[config.mk]
export PLATFORM = sky130hd
export DESIGN_NAME = cnn_conv_lane_feeder
export DESIGN_NICKNAME = d
export VERILOG_FILES = /design/src/rtl/cnn_conv_lane_feeder_pkg.sv /design/src/rtl/cnn_lane_ch_buffer.sv /design/src/rtl/cnn_conv_lane_feeder.sv
export SDC_FILE = /design/constraint.sdc
export NUM_CORES = 2
export LEC_CHECK = 0
export ABC_AREA = 1
export CAP_MARGIN = 25
export CORE_ASPECT_RATIO = 1.5
export CORE_MARGIN = 3
export CORE_UTILIZATION = 55
export CTS_BUF_LIST = sky130_fd_sc_hd__clkbuf_4 sky130_fd_sc_hd__clkbuf_8
export DETAILED_ROUTE_END_ITERATION = 6
export PLACE_DENSITY_LB_ADDON = 0.25
export SLEW_MARGIN = 20
export SYNTH_ARGS = -nofsm -noshare
export SYNTH_HDL_FRONTEND = slang
export SYNTH_SLANG_ARGS = --single-unit
[constraint.sdc]
create_clock -name clk -period 5.75 [get_ports clk]
set_input_delay 1.15 -clock clk [delete_from_list [all_inputs] [get_ports clk]]
set_output_delay 1.15 -clock clk [all_outputs]
set_load 0.01 [all_outputs]
[src/rtl/cnn_conv_lane_feeder_pkg.sv]
// Shared constants, lane enum and sizing helpers for the 4-lane convolution feeder.
// Module-level parameters are resolved through the helper functions below.
package cnn_conv_lane_feeder_pkg;

    localparam int LANES     = 4;
    localparam int BUF_BANKS = LANES - 1;

    typedef enum logic [1:0] {
        LANE1 = 2'd0,
        LANE2 = 2'd1,
        LANE3 = 2'd2,
        LANE4 = 2'd3
    } lane_e;

    // Bits needed for a counter that holds 0..n-1 (never less than one bit).
    function automatic int cnt_width(input int n);
        return (n <= 2) ? 1 : $clog2(n);
    endfunction

    function automatic int ch_per_lane_f(input int ch_in);
        return ch_in / LANES;
    endfunction

    function automatic int w_per_lane_f(input int ch_in, input int ch_out, input int kernel);
        return ch_out * ch_per_lane_f(ch_in) * kernel * kernel;
    endfunction

    // Values at the default configuration (64 in / 64 out, 3x3, 612x612).
    localparam int DEF_CH_PER_LANE = ch_per_lane_f(64);
    localparam int DEF_W_PER_LANE  = w_per_lane_f(64, 64, 3);
    localparam int DEF_PIX_TOTAL   = 612 * 612;
    localparam int DEF_CH_W        = cnt_width(64);
    localparam int DEF_PIX_W       = cnt_width(DEF_PIX_TOTAL);
    localparam int DEF_W_CNT_W     = cnt_width(LANES * DEF_W_PER_LANE + 1);

endpackage

[src/rtl/cnn_lane_ch_buffer.sv]
// Holds lanes 1..3 of the current pixel until the lane-4 channels arrive.
// One write port (bank + address), one shared combinational read address.
module cnn_lane_ch_buffer
    import cnn_conv_lane_feeder_pkg::*;
#(
    parameter int DATA_WIDTH = 32,
    parameter int DEPTH      = 16,
    parameter int AW         = 4
) (
    input  logic                  clk,
    input  logic                  wr_en,
    input  lane_e                 wr_bank,
    input  logic [AW-1:0]         wr_addr,
    input  logic [DATA_WIDTH-1:0] wr_data,
    input  logic [AW-1:0]         rd_addr,
    output logic [DATA_WIDTH-1:0] rd_data [BUF_BANKS]
);

    for (genvar b = 0; b < BUF_BANKS; b++) begin : g_bank
        logic [DATA_WIDTH-1:0] mem_q [DEPTH];

        always_ff @(posedge clk) begin
            if (wr_en && (wr_bank == lane_e'(b))) begin
                mem_q[wr_addr] <= wr_data;
            end
        end

        // Read is combinational; the top registers it alongside the lane-4 beat.
        assign rd_data[b] = mem_q[rd_addr];
    end

endmodule

[src/rtl/cnn_conv_lane_feeder.sv]
// Splits a channel-sequential pixel stream into four beat-aligned lane streams
// and routes a block-ordered weight stream to the four lane weight ports.
module cnn_conv_lane_feeder
    import cnn_conv_lane_feeder_pkg::*;
#(
    parameter int DATA_WIDTH      = 32,
    parameter int IMAGE_WIDTH     = 612,
    parameter int IMAGE_HEIGHT    = 612,
    parameter int CHANNEL_NUM_IN  = 64,
    parameter int CHANNEL_NUM_OUT = 64,
    parameter int KERNEL          = 3
) (
    input  logic                  clk,
    input  logic                  reset,
    input  logic                  valid_in,
    input  logic [DATA_WIDTH-1:0] pxl_in,
    input  logic                  valid_weight_in,
    input  logic [DATA_WIDTH-1:0] weight_in,
    output logic                  valid_out1,
    output logic                  valid_out2,
    output logic                  valid_out3,
    output logic                  valid_out4,
    output logic [DATA_WIDTH-1:0] pxl_out1,
    output logic [DATA_WIDTH-1:0] pxl_out2,
    output logic [DATA_WIDTH-1:0] pxl_out3,
    output logic [DATA_WIDTH-1:0] pxl_out4,
    output logic                  valid_weight_out1,
    output logic                  valid_weight_out2,
    output logic                  valid_weight_out3,
    output logic                  valid_weight_out4,
    output logic [DATA_WIDTH-1:0] weight_out1,
    output logic [DATA_WIDTH-1:0] weight_out2,
    output logic [DATA_WIDTH-1:0] weight_out3,
    output logic [DATA_WIDTH-1:0] weight_out4,
    output logic                  weight_done,
    output logic                  frame_done
);

    localparam int CH_PER_LANE = ch_per_lane_f(CHANNEL_NUM_IN);
    localparam int W_PER_LANE  = w_per_lane_f(CHANNEL_NUM_IN, CHANNEL_NUM_OUT, KERNEL);
    localparam int PIX_TOTAL   = IMAGE_WIDTH * IMAGE_HEIGHT;
    localparam int W_TOTAL     = LANES * W_PER_LANE;
    localparam int AW          = cnt_width(CH_PER_LANE);
    localparam int PW          = cnt_width(PIX_TOTAL);
    localparam int WW          = cnt_width(W_TOTAL + 1);
    localparam int WIW         = cnt_width(W_PER_LANE);

    // ch_cnt is kept split as lane_sel * CH_PER_LANE + ch_addr, which gives
    // the buffer bank and address directly without a divider.
    lane_e                 lane_sel_q, lane_sel_d;
    logic [AW-1:0]         ch_addr_q, ch_addr_d;
    logic [PW-1:0]         pix_cnt_q, pix_cnt_d;
    logic                  valid_out_q, valid_out_d;
    logic                  frame_done_q, frame_done_d;
    logic [DATA_WIDTH-1:0] pxl_q [LANES];
    logic [DATA_WIDTH-1:0] pxl_d [LANES];

    logic                  buf_wr_en;
    logic [DATA_WIDTH-1:0] buf_rd_data [BUF_BANKS];

    logic [WW-1:0]         w_cnt_q, w_cnt_d;
    lane_e                 w_lane_q, w_lane_d;
    logic [WIW-1:0]        w_idx_q, w_idx_d;
    logic [LANES-1:0]      w_valid_q, w_valid_d;
    logic [DATA_WIDTH-1:0] w_out_q [LANES];
    logic [DATA_WIDTH-1:0] w_out_d [LANES];
    logic                  weight_done_q, weight_done_d;
    logic                  w_full;

    cnn_lane_ch_buffer #(
        .DATA_WIDTH(DATA_WIDTH),
        .DEPTH     (CH_PER_LANE),
        .AW        (AW)
    ) u_buf (
        .clk    (clk),
        .wr_en  (buf_wr_en),
        .wr_bank(lane_sel_q),
        .wr_addr(ch_addr_q),
        .wr_data(pxl_in),
        .rd_addr(ch_addr_q),
        .rd_data(buf_rd_data)
    );

    // Pixel path: buffer lanes 1..3, emit all four lanes on each lane-4 beat.
    always_comb begin
        lane_sel_d   = lane_sel_q;
        ch_addr_d    = ch_addr_q;
        pix_cnt_d    = pix_cnt_q;
        valid_out_d  = 1'b0;
        frame_done_d = 1'b0;
        buf_wr_en    = 1'b0;
        for (int k = 0; k < LANES; k++) begin
            pxl_d[k] = pxl_q[k];
        end

        if (valid_in) begin
            if (lane_sel_q != LANE4) begin
                buf_wr_en = 1'b1;
            end else begin
                valid_out_d = 1'b1;
                pxl_d[0]    = buf_rd_data[0];
                pxl_d[1]    = buf_rd_data[1];
                pxl_d[2]    = buf_rd_data[2];
                pxl_d[3]    = pxl_in;
            end

            if (ch_addr_q == AW'(CH_PER_LANE - 1)) begin
                ch_addr_d  = '0;
                lane_sel_d = lane_e'(lane_sel_q + 2'd1);
                if (lane_sel_q == LANE4) begin
                    if (pix_cnt_q == PW'(PIX_TOTAL - 1)) begin
                        pix_cnt_d    = '0;
                        frame_done_d = 1'b1;
                    end else begin
                        pix_cnt_d = pix_cnt_q + 1'b1;
                    end
                end
            end else begin
                ch_addr_d = ch_addr_q + 1'b1;
            end
        end
    end

    // Weight path: w_full blocks further weights one cycle before weight_done shows.
    assign w_full = (w_cnt_q == WW'(W_TOTAL));

    always_comb begin
        w_cnt_d       = w_cnt_q;
        w_lane_d      = w_lane_q;
        w_idx_d       = w_idx_q;
        w_valid_d     = '0;
        weight_done_d = weight_done_q | w_full;
        for (int k = 0; k < LANES; k++) begin
            w_out_d[k] = w_out_q[k];
        end

        if (valid_weight_in && !w_full) begin
            w_valid_d[w_lane_q] = 1'b1;
            w_out_d[w_lane_q]   = weight_in;
            w_cnt_d             = w_cnt_q + 1'b1;
            if (w_idx_q == WIW'(W_PER_LANE - 1)) begin
                w_idx_d  = '0;
                w_lane_d = lane_e'(w_lane_q + 2'd1);
            end else begin
                w_idx_d = w_idx_q + 1'b1;
            end
        end
    end

    always_ff @(posedge clk) begin
        if (reset) begin
            lane_sel_q    <= LANE1;
            ch_addr_q     <= '0;
            pix_cnt_q     <= '0;
            valid_out_q   <= 1'b0;
            frame_done_q  <= 1'b0;
            w_cnt_q       <= '0;
            w_lane_q      <= LANE1;
            w_idx_q       <= '0;
            w_valid_q     <= '0;
            weight_done_q <= 1'b0;
            for (int k = 0; k < LANES; k++) begin
                pxl_q[k]   <= '0;
                w_out_q[k] <= '0;
            end
        end else begin
            lane_sel_q    <= lane_sel_d;
            ch_addr_q     <= ch_addr_d;
            pix_cnt_q     <= pix_cnt_d;
            valid_out_q   <= valid_out_d;
            frame_done_q  <= frame_done_d;
            w_cnt_q       <= w_cnt_d;
            w_lane_q      <= w_lane_d;
            w_idx_q       <= w_idx_d;
            w_valid_q     <= w_valid_d;
            weight_done_q <= weight_done_d;
            for (int k = 0; k < LANES; k++) begin
                pxl_q[k]   <= pxl_d[k];
                w_out_q[k] <= w_out_d[k];
            end
        end
    end

    assign valid_out1        = valid_out_q;
    assign valid_out2        = valid_out_q;
    assign valid_out3        = valid_out_q;
    assign valid_out4        = valid_out_q;
    assign pxl_out1          = pxl_q[0];
    assign pxl_out2          = pxl_q[1];
    assign pxl_out3          = pxl_q[2];
    assign pxl_out4          = pxl_q[3];
    assign valid_weight_out1 = w_valid_q[0];
    assign valid_weight_out2 = w_valid_q[1];
    assign valid_weight_out3 = w_valid_q[2];
    assign valid_weight_out4 = w_valid_q[3];
    assign weight_out1       = w_out_q[0];
    assign weight_out2       = w_out_q[1];
    assign weight_out3       = w_out_q[2];
    assign weight_out4       = w_out_q[3];
    assign weight_done       = weight_done_q;
    assign frame_done        = frame_done_q;

endmodule

# Word-level counts from Yosys, hierarchy flattened
# Memory sizes are Yosys's and may differ from the RTL's. A register that Yosys moved wholly into a read port is not among the register bits.
# Cells that the tools add are included.
# Widths: inputs -> output; s select.
# classes
addsub	6
n_mul	0
div_mod_pow	0
n_lt_le_gt_ge	4
eq_ne	8
shift	0
mux	38
bitwise_logic	14
reduce_logical	14
# op_table
operator	count
$mux 128	3
$mux 32	9
$bwmux 128	1
$demux 32 s2	1
$mux 4	7
$add 19x1->19 const B	1
$eq 19x19->1 const B	1
$mux 19	1
$add 16x1->16 const B	1
$eq 16x16->1 const B	1
$add 14x1->14 const B	1
$eq 14x14->1 const B	1
$mux 1	14
$mux 14	1
$or 1x1->1	9
$logic_and 1x1->1	6
$add 2x1->2 const B	2
$add 4x1->4 const B	1
$eq 2x2->1 const B	2
$eq 4x4->1 const B	1
$not 1->1	4
$reduce_and 2->1	2
$reduce_or 2->1	2
$reduce_or 4->1	1
11 further kinds	11
# totals
ff_bits	64
latchBits	0
mem_bits_rw	1792
romBits	0
inputBits	68
output_inout_bits	266
elab_cells	99
mem_count	5
# memory_table
memory	words	word_bits	read_ports	rd_ports_with_merged_regs	write_ports	line	text
u_buf.g_bank[0].mem_q	16	32	1	1	1	cnn_lane_ch_buffer.sv:20	logic [DATA_WIDTH-1:0] mem_q [DEPTH];
u_buf.g_bank[1].mem_q	16	32	1	1	1	cnn_lane_ch_buffer.sv:20	
u_buf.g_bank[2].mem_q	16	32	1	1	1	cnn_lane_ch_buffer.sv:20	
pxl_q	4	32	4	0	4	cnn_conv_lane_feeder.sv:55	logic [DATA_WIDTH-1:0] pxl_q [LANES];
w_out_q	4	32	4	0	4	cnn_conv_lane_feeder.sv:65	logic [DATA_WIDTH-1:0] w_out_q [LANES];

# Longest topological paths before layout
# logic_depth
word_depth	8
ltp_mapped	13
ltp_nobuf	10

# Cells and area by module
# A second synthesis with hierarchy kept.
# hier_totals
cells_unflattened	8136
hier_area_um2	78918.2
# modules_own_cells
mod	n_inst	cells_each	area_each_um2	seq_area_each_um2
cnn_lane_ch_buffer	1	6265	65927.0	46124.2
cnn_conv_lane_feeder	1	1871	12991.2	6406.1

# Least setup slack after synthesis
# OpenSTA, ideal clock, no wires.
# synth_path
kind	input-to-reg
startpoint	input port valid_in
endpoint	memory u_buf.g_bank[1].mem_q[7][0] (enable)
setup_ps	421
arrival_ps	2938
required_ps	5329
slack_ps	2391
cell_stages	3
n_path_buf	1
cell_sequence	nand3_1 > clkbuf_1 > nor2_1
# synth_via
elab_chain_len	4
# synth_rtl
element	line	text
start: declaration	cnn_conv_lane_feeder.sv:15	input logic valid_in,
$mux 1	cnn_conv_lane_feeder.sv:96	if (valid_in) begin
$logic_and 1x1->1	cnn_lane_ch_buffer.sv:23	if (wr_en && (wr_bank == lane_e'(b))) begin
$mux 1	cnn_lane_ch_buffer.sv:23	
$mux 1 (not written as such)	cnn_lane_ch_buffer.sv:24	mem_q[wr_addr] <= wr_data;
end: declaration	cnn_lane_ch_buffer.sv:20	
# No other way between the ends.

# Final worst setup path
# layout_path
startpoint	input port valid_in
endpoint	memory u_buf.g_bank[1].mem_q[5][12] (enable)
# The elaborated chain is that of the path after synthesis.

==> reports/metrics.csv <==
stage,metric,value,unit
status,outcome,"complete, no violations",
die,die_w,305,um
die,dieArea,0.139,sq mm
pwr,power.leakage,30.5,nW
clock_tree,clock-sinks,1860,
setup_path,endpoint_kind,flip-flop,
logic_synthesis,synth_area_leaders,"edfxtp_1, nand2_1, nand3_1",
setup_path,crit_slowest_cell,nor2_4,
pwr,power_density,323,mW/mm^2
final_layout,fillCellCount,10300,
logic_synthesis,yosysSeqAreaShare,0.711,
logic_synthesis,yosysWarnings,0,
sta,finalWorstSetupSlack,2430,ps
place,gp_congestion,0.866,
final_layout,area_delta_synth_final,14.1,%
logic_synthesis,synth_edf_count,1536,
sta,finalClockSkew,92.5,ps
setup_path,arrival,3870,ps
final_layout,final_util,0.633,
clock_tree,tritoncts,built,
clock_tree,cts_setup_buffers,0,
sta,fin_crit_sh,0.577,
logic_synthesis,ys_top_cells_by_count,"nand2_1, edfxtp_1, nand3_1",
logic_synthesis,yosysMostFrequentCell,nand2_1,
clock_tree,post_cts_resized,0,
detailed_routing,dr.pass1.iters,6,
setup_path,path_class,input pin to flip-flop,
clock_tree,htreeDepth,5,
sta,slew_viol_final,0,
clock_tree,numCtsBuffers,285,
logic_synthesis,synth_ff_type,edfxtp_1,
clock_tree,clockBufferDepth,4,
sta,hold_viol,0,
detailed_routing,wl_per_cell,23.6,um
setup_path,critPathMaxFanout,32,
setup_path,required,6300,ps
sta,worst_pin_slew,1060,ps
setup_path,slowest_delay,1140,ps
flow_run,drv_cap,0,
setup_path,r2r_setup_slack,2460,ps
grt,grt_max_degree,202,
final_layout,final_layout_size_suffix_gt1_frac,0.0933,
die,rows,164,
clock_tree,clock_latency,1000,ps
grt,grt_usage,0.298,
grt,grt_pass1_vias,49700,
sta,period_minus_slack,3320,ps
pwr,comb_power_share,0.063,
pwr,seqPwrFrac,0.537,
die,ioPinCount,334,
pwr,switching_share,0.231,
setup_path,worst_setup_path_start_kind,input pin,
die,start_util,0.555,
place,io_buffers,333,
setup_path,worstPathCellList,clkdlybuf4s50_1 > nand3_2 > nor2_4,
sta,setup_tns,0,ps
pwr,internal_power,21.0,mW
pwr,finalPower,27.3,mW
grt,grt.overflow.total,0,
place,place_ws,1510,ps
sta,final-setup-viol-count,0,
detailed_routing,drc,0,
sta,rsz0062_at_grt,false,
final_layout,layout.nets,7138,
place,hpwl,120,mm
detailed_routing,first_iter_violations,6747,
grt,antenna_found_initial,10,
pwr,power_switching,6.30,mW
clock_tree,cts_hold_buf,0,
logic_synthesis,async_reset_ff_frac,0,
pwr,ir_worst_vdd,0.253,mV
sta,slew_headroom,0.295,
die,die_h,455,um
logic_synthesis,synth_nets,6837,
worst_hold_path,hold_path.class,input pin to flip-flop,
detailed_routing,viasPerCell,5.86,
logic_synthesis,syn_avg_cell_area,11.0,sq um
detailed_routing,ant_nets,0,
clock_tree,path_clk_slew,60,ps
logic_synthesis,syn_inst,6753,
pwr,p_clk_frac,0.400,
clock_tree,cts_root_buf,clkbuf_8,
detailed_routing,routed_wl,212,mm
logic_synthesis,yosysTopAreaCellShare,0.623,
logic_synthesis,synth_area,0.0740,sq mm
logic_synthesis,synth.distinct_cells,36,
sta,fmax,301,MHz
logic_synthesis,yosys_register_bits,1860,
grt,grt_pass1_wl,311,mm
logic_synthesis,yosys.area.top_type,edfxtp_1,
die,core,0.133,sq mm
detailed_routing,vias,52800,
-- power groups by stage --
stage	registers [mW]	clock network, mW	logic (mW)
3_3_place_gp	15.0	0	1.66
2_1_floorplan	14.9	0	0.948
4_1_cts	14.7	11.1	1.69
6_report	14.7	10.9	1.71
5_1_grt	14.7	11.7	1.83
3_5_place_dp	15.0	0	1.68
-- registers in the layout, indices dropped and copies added, names as in the netlist, 4 cells and up, named ones only --
name,cells
pxl_q,128
ch_addr_q,4
u_buf.g_bank.mem_q,1536
w_valid_q,4
w_cnt_q,16
pix_cnt_q,19
w_idx_q,14
w_out_q,128
-- layer usage --
layer,vias up,routed length (um),GRT usage
met5,-,16,0
met4,2,12000,0.165
met3,470,21300,0.0594
met2,3030,101000,0.481
met1,25400,77600,0.381
li1,23900,-,-
-- path summary, 6_finish.rpt --
check,start,end,cells past startpoint
setup / recovery,valid_in,u_buf.g_bank[1].mem_q[5][12],3
hold / removal,pxl_in[21],u_buf.g_bank[2].mem_q[12][21],1
setup reg to reg,flip-flop,pxl_q[0][31],7
hold reg to reg,w_out_q[2][6],w_out_q[2][6],2
-- cell families after synthesis --
family | share of synthesized area
simple gates | 0.220
flops | 0.711
buf+inv | 0.0374
compound gates | 0.0273
fa+ha+maj | 0.00271
xor+xnor | 0.00130
-- per-stage QoR --
stage | instances | cell area, sq um | hold WS (ps)
3_3_place_gp | 8501 | 78600 | 447
4_1_cts | 8992 | 84300 | 330
6_report | 9003 | 84400 | 415
2_1_floorplan | 6753 | 74000 | 456
5_1_grt | 9002 | 84400 | 358
3_5_place_dp | 8503 | 78700 | 451
-- area by class of cell --
| class | instances | area (sq um) | area share |
|---|---|---|---|
| clock buffers | 422 | 5190 | 0.0614 |
| multi-input cells | 4290 | 19000 | 0.225 |
| well taps | 1743 | 2180 | 0.0258 |
| inverters | 166 | 661 | 0.00782 |
| diodes | 4 | 10.0 | 0.000119 |
| clock inverters | 67 | 429 | 0.00508 |
| repair buffers | 451 | 4360 | 0.0517 |
| flip-flops and latches | 1860 | 52600 | 0.623 |
-- placed cells by master, fill, tap and decap left out, types with 3 or more instances in the layout --
cell	instances
nand3_1	1319
nand3_2	4
nand4_1	14
inv_8	4
dfxtp_4	3
ha_1	16
dfxtp_1	321
xor2_1	9
clkinv_1	40
clkinvlp_4	6
clkbuf_8	323
clkbuf_4	99
buf_2	26
buf_12	18
o21ai_1	98
bufinv_16	5
clkdlybuf4s50_1	300
o21ai_0	41
inv_2	3
clkinv_2	15
nor2_4	51
nand2_2	5
buf_16	3
nor3_1	18
edfxtp_1	1536
buf_4	103
diode_2	4
inv_1	157
nor2_1	336
a21oi_1	256
nand2_1	2105
-- worst max-delay path: cells and delay by family --
family | cells | cell delay [ps]
AND/OR/NAND/NOR | 2 | 1990
buffers and inverters | 1 | 690
Note: power is estimated with default switching activity, not from simulation.
